**src/rtl/sk_pkg.sv**
```systemverilog
// Shared types and tree-geometry helpers for the pipelined Sklansky subtractor.
package sk_pkg;

    localparam int SK_WIDTH  = 16;
    localparam int SK_LEVELS = 4;

    typedef logic [SK_WIDTH-1:0] sk_word_t;

    typedef struct packed {
        logic g;
        logic p;
    } sk_gp_t;

    typedef sk_gp_t [SK_WIDTH-1:0] sk_gp_vec_t;

    // At level lvl (span 2**lvl), bit i is a black node when bit lvl-1 of i is set.
    function automatic bit sk_is_black(input int i, input int lvl);
        return ((i >> (lvl - 1)) & 1) == 1;
    endfunction

    // Top bit of the lower half of the block that i belongs to at this level.
    function automatic int sk_partner(input int i, input int lvl);
        return ((i >> lvl) << lvl) + (1 << (lvl - 1)) - 1;
    endfunction

endpackage

```
**src/rtl/sk_black_cell.sv**
```systemverilog
// Sklansky black cell: merges a high group (G,P) with the adjacent low group.
module sk_black_cell
    import sk_pkg::*;
(
    input  sk_gp_t hi_i,
    input  sk_gp_t lo_i,
    output sk_gp_t gp_o
);

    assign gp_o.g = hi_i.g | (hi_i.p & lo_i.g);
    assign gp_o.p = hi_i.p & lo_i.p;

endmodule

```
**src/rtl/sk_sub_pipe_16.sv**
```systemverilog
// 3-stage Sklansky subtractor diff = a - b - bin with valid/ready flow control.
// Optional SKSUB_FLAGS_EN adds registered signed-overflow and zero flags.
module sk_sub_pipe_16
    import sk_pkg::*;
#(
    parameter int WIDTH   = SK_WIDTH,
    parameter int LATENCY = 3
) (
    input  logic     clk,
    input  logic     rst,
    input  logic     in_valid,
    output logic     in_ready,
    input  sk_word_t a,
    input  sk_word_t b,
    input  logic     bin,
    output logic     out_valid,
    input  logic     out_ready,
    output sk_word_t diff,
`ifdef SKSUB_FLAGS_EN
    output logic     ovf,
    output logic     zero,
`endif
    output logic     bout
);

    localparam int STAGES = 3;

    if (WIDTH != SK_WIDTH) begin : g_bad_width
        $error("sk_sub_pipe_16 supports WIDTH=16 only");
    end
    if (LATENCY != STAGES) begin : g_bad_lat
        $error("sk_sub_pipe_16 has a fixed latency of 3");
    end

    logic [STAGES:1] vld_q, vld_d, en, ld;

    // Stage k may load when empty or when stage k+1 frees it this cycle.
    always_comb begin
        en         = '0;
        vld_d      = vld_q;
        en[STAGES] = ~vld_q[STAGES] | out_ready;
        for (int k = STAGES - 1; k >= 1; k--) begin
            en[k] = ~vld_q[k] | en[k+1];
        end
        ld[1] = en[1] & in_valid;
        ld[2] = en[2] & vld_q[1];
        ld[3] = en[3] & vld_q[2];
        if (en[1]) vld_d[1] = in_valid;
        if (en[2]) vld_d[2] = vld_q[1];
        if (en[3]) vld_d[3] = vld_q[2];
    end

    always_ff @(posedge clk) begin
        if (rst) vld_q <= '0;
        else     vld_q <= vld_d;
    end

    assign in_ready  = en[1];
    assign out_valid = vld_q[STAGES];

    // Stage 1: bitwise propagate/generate of a + ~b + ~bin.
    sk_word_t p1_d, g1_d, p1_q, g1_q;
    logic     c0_1_d, c0_1_q;

    assign p1_d   = a ^ ~b;
    assign g1_d   = a & ~b;
    assign c0_1_d = ~bin;

    // Tree: node_in[l] feeds level l; levels 1-2 sit before the stage-2 register.
    sk_gp_vec_t node_in  [1:SK_LEVELS];
    sk_gp_vec_t node_out [1:SK_LEVELS];
    sk_gp_vec_t gp2_q;

    for (genvar i = 0; i < SK_WIDTH; i++) begin : g_leaf
        assign node_in[1][i] = {g1_q[i], p1_q[i]};
    end
    assign node_in[2] = node_out[1];
    assign node_in[3] = gp2_q;
    assign node_in[4] = node_out[3];

    for (genvar l = 1; l <= SK_LEVELS; l++) begin : g_lvl
        for (genvar i = 0; i < SK_WIDTH; i++) begin : g_bit
            if (sk_is_black(i, l)) begin : g_black
                sk_black_cell u_cell (
                    .hi_i (node_in[l][i]),
                    .lo_i (node_in[l][sk_partner(i, l)]),
                    .gp_o (node_out[l][i])
                );
            end else begin : g_white
                assign node_out[l][i] = node_in[l][i];
            end
        end
    end

    sk_word_t p2_q;
    logic     c0_2_q;

    // Stage 3: carries from the full prefix, then sum bits.
    logic [SK_WIDTH:0] c;
    sk_word_t          diff_d, diff_q;
    logic              bout_d, bout_q;

    always_comb begin
        c    = '0;
        c[0] = c0_2_q;
        for (int i = 0; i < SK_WIDTH; i++) begin
            c[i+1] = node_out[SK_LEVELS][i].g | (node_out[SK_LEVELS][i].p & c0_2_q);
        end
        diff_d = p2_q ^ c[SK_WIDTH-1:0];
        bout_d = ~c[SK_WIDTH];
    end

    // Datapath registers only move on a load, so idle X inputs never propagate.
    always_ff @(posedge clk) begin
        if (ld[1]) begin
            p1_q   <= p1_d;
            g1_q   <= g1_d;
            c0_1_q <= c0_1_d;
        end
        if (ld[2]) begin
            gp2_q  <= node_out[2];
            p2_q   <= p1_q;
            c0_2_q <= c0_1_q;
        end
    end

    always_ff @(posedge clk) begin
        if (rst) begin
            diff_q <= '0;
            bout_q <= 1'b0;
        end else if (ld[3]) begin
            diff_q <= diff_d;
            bout_q <= bout_d;
        end
    end

    assign diff = diff_q;
    assign bout = bout_q;

`ifdef SKSUB_FLAGS_EN
    logic a15_1_q, b15_1_q, a15_2_q, b15_2_q;
    logic ovf_d, ovf_q, zero_d, zero_q;

    assign ovf_d  = (a15_2_q ^ b15_2_q) & (diff_d[SK_WIDTH-1] ^ a15_2_q);
    assign zero_d = ~|diff_d;

    always_ff @(posedge clk) begin
        if (ld[1]) begin
            a15_1_q <= a[SK_WIDTH-1];
            b15_1_q <= b[SK_WIDTH-1];
        end
        if (ld[2]) begin
            a15_2_q <= a15_1_q;
            b15_2_q <= b15_1_q;
        end
    end

    always_ff @(posedge clk) begin
        if (rst) begin
            ovf_q  <= 1'b0;
            zero_q <= 1'b0;
        end else if (ld[3]) begin
            ovf_q  <= ovf_d;
            zero_q <= zero_d;
        end
    end

    assign ovf  = ovf_q;
    assign zero = zero_q;
`endif

endmodule

```
**config.mk**
```make
export PLATFORM = sky130hd
export DESIGN_NAME = sk_sub_pipe_16
export DESIGN_NICKNAME = d
export VERILOG_FILES = /design/src/rtl/sk_pkg.sv /design/src/rtl/sk_black_cell.sv /design/src/rtl/sk_sub_pipe_16.sv
export SDC_FILE = /design/constraint.sdc
export NUM_CORES = 1
export LEC_CHECK = 0
export CAP_MARGIN = 5
export CORE_MARGIN = 2
export CORE_UTILIZATION = 58
export CTS_CLUSTER_DIAMETER = 80
export CTS_CLUSTER_SIZE = 40
export DETAILED_ROUTE_END_ITERATION = 8
export PLACE_DENSITY = 0.81
export SLEW_MARGIN = 40
export SYNTH_ARGS = -nofsm -noshare
export SYNTH_HDL_FRONTEND = slang
export SYNTH_SLANG_ARGS = --single-unit
```
**constraint.sdc**
```tcl
create_clock -name clk -period 16.6 [get_ports clk]
set_input_delay 4.15 -clock clk [delete_from_list [all_inputs] [get_ports clk]]
set_output_delay 4.15 -clock clk [all_outputs]
set_load 0.005 [all_outputs]
```
After elaboration in Yosys (flattened, before gate mapping)
Index checks and enable logic that the tools add are counted.
W data, S select, Z words.
{"block": "word_totals", "regBits": 102, "latchBits": 0, "ramBits": 0, "rom_bits": 0, "inputBits": 37, "out_inout_bits": 19, "memories": 0}
{"block": "classes", "add_sub_neg": 0, "mul": 0, "div": 0, "n_lt_le_gt_ge": 0, "n_eq_ne": 0, "shift": 0, "n_mux": 0, "bitwise": 143, "n_reduce_logical": 0}
{"operator": "$and A1 B1 Y1", "count": 83}
{"operator": "$or A1 B1 Y1", "count": 51}
{"operator": "$xor A16 B16 Y16", "count": 2}
{"operator": "$and A16 B16 Y16", "count": 1}
{"operator": "$not A16 Y16", "count": 1}
{"operator": "$not A1 Y1", "count": 5}

Depth between registers and ports, before layout
Gate-level depths: netlist of the first run.
{"block": "logic_depth", "depth_word": 6, "mapped_depth": 6, "depth_no_buf": 5}

Cells and area by module
A second synthesis of the first run with hierarchy kept.
{"block": "hier_totals", "cells_unflattened": 268, "hier_area_um2": 4067.7}
{"module": "sk_sub_pipe_16", "n_inst": 1, "cells_per_inst": 204, "area_per_inst_um2": 3587.2, "seq_area_each_um2": 2742.6}
{"module": "sk_black_cell", "n_inst": 32, "cells_per_inst": 2, "area_per_inst_um2": 15.0, "seq_area_each_um2": 0.0}

Worst setup path before layout of the first run
Ideal clock, no wire load.
{"block": "synth_timing", "path_type": "input-to-output", "start": "input port out_ready", "end": "output port in_ready", "arrival_ns": 4.494, "setup_slack_ns": 7.956, "stages": 2, "path_buffers": 0, "cell_sequence": "nor2b_1 > nand3_1"}
{"block": "synth_via", "elab_chain_cells": 3}
{"item": "start: declaration", "line": "sk_sub_pipe_16.sv:17", "text": "input logic out_ready,"}
{"item": "$or A1 B1 Y1", "line": "sk_sub_pipe_16.sv:41", "text": "en[STAGES] = ~vld_q[STAGES] | out_ready;"}
{"item": "$or A1 B1 Y1 (2 in a row)", "line": "sk_sub_pipe_16.sv:43", "text": "en[k] = ~vld_q[k] | en[k+1];"}
{"item": "end: declaration", "line": "sk_sub_pipe_16.sv:12", "text": "output logic in_ready,"}
No other way between the ends.

Final worst setup path of the first run
Ends and elaborated chain as after synthesis.

==> results of run 1 <==
cells in the final DEF (no fill, tap or decap), types with 2 or more instances in the layout:
cell type / netlist / final
and3_1: 4 / 4
inv_1: 19 / 19
or4b_2: 2 / 2
or4_1: 4 / 4
nand3b_1: 7 / 7
nand2b_1: 5 / 5
or3b_2: 3 / 3
nor2_1: 12 / 12
clkbuf_8: 0 / 10
clkinv_2: 0 / 2
a311o_1: 2 / 2
nor4_1: 2 / 2
nand3_1: 8 / 8
and2_1: 8 / 9
o21ai_0: 5 / 5
a211o_1: 3 / 3
clkdlybuf4s50_1: 0 / 55
nand4_1: 5 / 5
xnor2_1: 4 / 4
ha_1: 17 / 17
o41ai_1: 2 / 2
nor3b_1: 3 / 3
dfxtp_1: 20 / 20
a21oi_1: 15 / 15
edfxtp_1: 78 / 78
nand2_1: 18 / 18
buf_4: 2 / 2
a21o_1: 12 / 12
nand4b_1: 3 / 3
cell type report:
cell class	count	area, sq um	area share, %
clock buffer	10	137.6	2.825
inverter	19	71.32	1.464
clock inverter	6	65.06	1.335
tap	80	100.1	2.054
sequential	98	2743	56.29
multi-input combinational	159	1147	23.55
timing repair buffer	59	608.1	12.48
state kept, by name, indices dropped and copies added (netlist names):
| register | count |
|---|---|
| bout | 1 |
| c0_1_q | 1 |
| c0_2_q | 1 |
| diff | 16 |
| g1_q | 16 |
| gp2_q | 28 |
| p1_q | 16 |
| p2_q | 16 |
| vld_q | 3 |
power groups by stage:
stage | combinational, mW | clock (mW) | sequential [mW]
6_report | 0.0400 | 0.154 | 0.294
5_1_grt | 0.0447 | 0.168 | 0.296
4_1_cts | 0.0404 | 0.156 | 0.295
3_5_place_dp | 0.0400 | 0 | 0.300
3_3_place_gp | 0.0369 | 0 | 0.299
2_1_floorplan | 0.0210 | 0 | 0.297
how the worst max path moves through the flow:
stage,start,end,cells after the start
finish,out_ready,in_ready,4
global route,out_ready,in_ready,4
CTS,out_ready,in_ready,4
detailed placement,out_ready,in_ready,4
global placement,out_ready,in_ready,4
floorplan,out_ready,in_ready,2
critical path, delay by kind of cell:
| family | cells | cell delay [ns] |
|---|---|---|
| AND/OR/NAND/NOR | 2 | 0.64 |
| buffers and inverters | 2 | 0.90 |
cell families after synthesis:
logic type,count (synthesis),synth area share [%]
xor+xnor,4,0.8774
compound gates,48,8.336
buf+inv,29,3.228
fa+ha+maj,17,5.327
flops,98,68.69
simple gates,90,13.54
per-layer routing:
metal,wire length (um),track usage (%),up-vias
met5,0,0,-
met4,147,9.943,0
met3,275,3.223,14
met2,3664,34.28,67
met1,2664,23.99,1179
li1,-,-,1182
through the flow:
step           instances  cell area, sq um
2_1_floorplan        286              3993
3_3_place_gp         413              4627
3_5_place_dp         415              4669
4_1_cts              431              4872
5_1_grt              431              4872
6_report             431              4872
==> results.md, run 1 <==
* Total Wirelength at approximately 6800 um
* Top cell type by total area after synthesis: edfxtp_1
* Top cells by count, synth: 78 x edfxtp_1, 20 x dfxtp_1, 19 x inv_1, 18 x nand2_1, 17 x ha_1
* Leak at ~1.8 nW
* Total Routing Usage GR at about a fifth
* Final core utilization at between 70% and 80%
* Ys Warns at 0
* Reg2reg path depth at 3
* Postcts setup bufs at 0
* Tcrit/Tclk final at roughly 59%
* Layout cells sized above 1 at roughly a tenth
* CORE AREA at 6719 sq um
* Syn_nets at between 300 and 400
* Worst-margin pin slew at about 0.7 ns
* # Max-Cap Violations at 0
* Worst hold endpoint: c0_2_q
* Post-synth EDFFs at 78
* Pwr Total at about 0.49 mW
* Yosys top cell area share at 58.66%
* Clock Sinks at a little under 100
* Pwr dens at between 100 and 150 nW/um^2
* # setup viols final at 0
* Gp weighted congestion at between 0.7 and 0.8
* Antenna Cells at 0
* Clock share of power at 31.5%
* Comb power frac at under 10%
* First drt pass iteration count at 4
* Full die area at roughly 7600 sq um
* Setup TNS Final at 0 ns
* Clock Path Buffers at 2
* Cell Int Power at about 0.38 mW
* Critical-path top delay cell: clkdlybuf4s50_1
* First-pass GRT wire length at 11160 um
* Pre-CTS WS at 6.772 ns
* Final hold slack at approximately 0.43 ns
* Seq cells post-synth at 98
* CTS root buffer: clkbuf_8
* Avg Inst Size Synth at around 14 sq um
* Number of remaining DRC errors at 0
* Routed Antenna Nets at 0
* DR vias at ~2400
* Worst VDD drop at between 0.00005 and 0.00006 V
* Status: finished, final reports clean
* Net Sw Frac at between 20% and 30%
* Largest net degree at the start of global routing at 46
* Rows at 30
* Fmax at ~0.1 GHz
* Area delta synth->final at 22.03%
* Most frequent CP cell: clkdlybuf4s50_1
* Initial Util at 59.42%
* Vias per std cell at around 5.7
* Period minus WS final at 9.838 ns
* Die W at 86.97 um
* CP required at between 10 and 15 ns
* H-tree levels at 3
* Sequential area share after synthesis at 68.69%
* Worst Path Arrival at around 5.7 ns
* Slew Viols, Final at 0
* Routed length per instance at between 15 and 20 um
* Crit path capture type: primary output
* Reg2reg setup slack at between 10 and 15 ns
* Slew headroom at a little over half
* RSZ-0062 raised after global routing: false
* Total CTS buffers at 9
* CTS Hold Buffers Added at 0
* Clock insertion delay at the later pin of the skew report at between 0.3 and 0.4 ns
* Worst min path class: register to register
* Congestion Overflow GR at 0
* Startpoint types: primary input
* Number of global-route vias before repair at around 2400
* CP Max Fanout at 5
* Synth top area cells: edfxtp_1 59%, dfxtp_1 10%, ha_1 5.3%
* Setup CP Type: primary input to primary output
* Clock skew at ~0.010 ns
* Post-synthesis async set-or-reset flop share at 0%
* Initial antenna violation count at 0
* Worst r2r src: vld_q[2]
* Synth Cell Area at approximately 4000 sq um
* Cell variety after synth at 43
* RR Endpoint: diff[15]
* # port buffers at 55
* Iter 0 DRT Violations at around 220
* Final WS setup at a little under 7 ns
* Die Y at just under 90 um
* Crit path largest cell delay at around 0.48 ns
* Share of power burned in registers at 60.3%
* DP Wirelength at between 4000 and 5000 um
* Final hold vios at 0
* CTS tree: done
* Main synth FF type: edfxtp_1
* Ports at 56
* Switching power at around 0.11 mW
* Most frequent cell after synthesis: edfxtp_1
* Final Net Count at 400
* Hold path depth at 0
* Clock transition at path regs at ~0.09 ns
* # fillers at between 400 and 500
* Worst Hold Launch: c0_1_q
* Post-CTS resize count at 0
* Worst-path cell chain: clkdlybuf4s50_1 -> nor2b_1 -> nand3_1 -> clkdlybuf4s50_1
* Cells after Synth at roughly 290
Note: power is estimated with default switching activity, not from simulation.
==> inputs of run 2 (changes only) <==
--- a/config.mk
+++ b/config.mk
@@ -7,11 +7,11 @@
 export LEC_CHECK = 0
 export CAP_MARGIN = 5
 export CORE_MARGIN = 2
-export CORE_UTILIZATION = 58
+export CORE_UTILIZATION = 49
 export CTS_CLUSTER_DIAMETER = 80
 export CTS_CLUSTER_SIZE = 40
 export DETAILED_ROUTE_END_ITERATION = 8
-export PLACE_DENSITY = 0.81
+export PLACE_DENSITY = 0.73
 export SLEW_MARGIN = 40
 export SYNTH_ARGS = -nofsm -noshare
 export SYNTH_HDL_FRONTEND = slang
==> constraint.sdc (replaced) <==
create_clock -name clk -period 8.3 [get_ports clk]
set_input_delay 2.075 -clock clk [delete_from_list [all_inputs] [get_ports clk]]
set_output_delay 2.075 -clock clk [all_outputs]
set_load 0.005 [all_outputs]
==> results.md, run 2 (synthesis gave the netlist of run 1 again) <==
* Status: finished, final reports clean (unchanged)
* Ports at 56 (unchanged)
* Worst-path cell chain: clkdlybuf4s50_1 -> nor2b_1 -> nand3_1 -> clkdlybuf4s50_1 (unchanged)
* Final hold slack at 0.4300 ns (was 0.4338 ns)
* CP required at 6.23 ns (was 12.45 ns)
* H-tree levels at 3 (unchanged)
* Crit path capture type: primary output (unchanged)
* Worst Path Arrival at 3.60 ns (was 5.69 ns)
* Clock skew at 0.009204 ns (was 0.01011 ns)
* Setup CP Type: primary input to primary output (unchanged)
* CORE AREA at 7807 sq um (was 6719 sq um)
* Largest net degree at the start of global routing at 46 (unchanged)
* Period minus WS final at roughly 5.7 ns
* Clock transition at path regs at 0.09 ns (about the same)
* DP Wirelength at 4482 um (was 4515 um)
* Leak at 1.789 nW (was 1.800 nW)
* Area delta synth->final at 22.38% (was 22.03%)
* Worst VDD drop at 0.0001039 V (was 0.00005432 V)
* Layout cells sized above 1 at 8.523% (was 9.402%)
* Routed Antenna Nets at 0 (unchanged)
* # port buffers at 55 (unchanged)
* Postcts setup bufs at 0 (unchanged)
* Final Net Count at 401 (was 400)
* Antenna Cells at 0 (unchanged)
* Die Y at 94.27 um (was 86.97 um)
* Rows at 32 (was 30)
* Setup TNS Final at 0 ns (unchanged)
* CTS root buffer: clkbuf_8 (unchanged)
* Number of global-route vias before repair at 2329 (was 2423)
* Met3 GRT Util at 4.254% (was 3.223%)
* Total CTS buffers at 9 (unchanged)
* Total Wirelength at 6510 um (was 6751 um)
* Congestion Overflow GR at 0 (unchanged)
* First-pass GRT wire length at 10820 um (was 11160 um)
* Tcrit/Tclk final at approximately two thirds
* # Max-Cap Violations at 0 (unchanged)
* Slew Viols, Final at 0 (unchanged)
* Vias per std cell at 5.253 (was 5.666)
* Iter 0 DRT Violations at 110 (was 223)
* Clock Path Buffers at 2 (unchanged)
* Fmax at 0.1763 GHz
* GR Layer Usage met1 at 19.81% (was 23.99%)
* Grt peak-use layer: met2 (unchanged)
* Initial antenna violation count at 0 (unchanged)
* Pwr dens at 195.6 nW/um^2 (was 100.2 nW/um^2)
* Max FFs per register at 28 (unchanged)
* Worst min path class: register to register (unchanged)
* Final hold vios at 0 (unchanged)
* Slew headroom at 62.47% (was 52.93%)
* Biggest register: gp2_q (unchanged)
* DR vias at 2385 (was 2442)
* # setup viols final at 0 (unchanged)
* Startpoint types: primary input (unchanged)
* Full die area at 8886 sq um (was 7564 sq um)
* Gp weighted congestion at 0.6987 (was 0.7461)
* Initial Util at 51.14% (was 59.42%)
* Most frequent CP cell: clkdlybuf4s50_1 (unchanged)
* Clock insertion delay at the later pin of the skew report at 0.35 ns (was 0.36 ns)
* Most common cell after layout, fill and taps aside: edfxtp_1 (unchanged)
* RSZ-0062 raised after global routing: false (unchanged)
* Clock Sinks at 98 (unchanged)
* First drt pass iteration count at 4 (unchanged)
* Post-CTS resize count at 0 (unchanged)
* Routed length per instance at 14.34 um (was 15.66 um)
* Grt met2 use at 27.80% (was 34.28%)
* CP Max Fanout at 5 (unchanged)
* Die W at 94.27 um (was 86.97 um)
* Worst-margin pin slew at 0.5630 ns (was 0.7061 ns)
* Crit path largest cell delay at 0.48 ns (about the same)
* Total Routing Usage GR at 16.18% (was 19.82%)
* Number of remaining DRC errors at 0 (unchanged)
* CTS Hold Buffers Added at 0 (unchanged)
* Critical-path top delay cell: clkdlybuf4s50_1 (unchanged)
* CTS tree: done (unchanged)
* Most frequent cells in the layout: 78 x edfxtp_1, 55 x clkdlybuf4s50_1, 20 x dfxtp_1 (unchanged)
## run 2: cell types whose count changed in the layout (fill, tap and decap cells not counted), sizes merged
| cell | previous run | this run |
|---|---|---|
| clkinv | 3 | 1 |
| inv | 20 | 19 |
| clkbuf | 10 | 13 |
| buf | 4 | 5 |
## run 2: worst max-delay path: cells and delay by family
| kind | cells | cell delay [ns] |
|---|---|---|
| buffers and inverters | 2 | 0.90 |
| AND/OR/NAND/NOR | 2 | 0.62 |
## run 2: final timing paths
path              slack, ns  startpoint  depth (start not counted)  endpoint
setup / recovery       2.63   out_ready                          4  in_ready
hold / removal         0.43      c0_1_q                          0    c0_2_q
setup reg to reg       6.32    vld_q[2]                          3  diff[14]
hold reg to reg        0.43      c0_1_q                          0    c0_2_q
## run 2: through the flow
step / total power, mW / area (sq um) / instances / setup slack (ns) / util [%]
finish: 0.9556 / 4886 / 454 / 2.627 / 62.58
detailed placement: 0.6799 / 4705 / 438 / 2.622 / 60.26
CTS: 0.9643 / 4886 / 454 / 2.614 / 62.58
global route: 0.9979 / 4886 / 454 / 2.521 / 62.58
floorplan: 0.6366 / 3993 / 286 / 2.324 / -
global placement: 0.6729 / 4662 / 436 / 2.678 / 59.71
## run 2: area by class of cell
class                           instances  area, sq um
Multi-Input combinational cell        159         1147
Clock inverter                          3        42.54
Sequential cell                        98         2743
Inverter                               19        71.32
Timing Repair Buffer                   60        615.6
Fill cell                             613         2922
Tap cell                              102        127.6
Clock buffer                           13        138.9
## run 2: power breakdown
group / switching (mW) / internal, mW / total [mW]
logic: 0.0353 / 0.0440 / 0.0793
registers: 0.0182 / 0.570 / 0.588
clock network: 0.149 / 0.140 / 0.289
## run 2: metal layers
layer  share of wire (%)  up-vias  routed length (um)
li1                    -     1181                   -
met1                  42     1151                2765
met2                  52       48                3415
met3                 4.0        5                 258
met4                 1.1        0                  71
met5                   0        -                   0
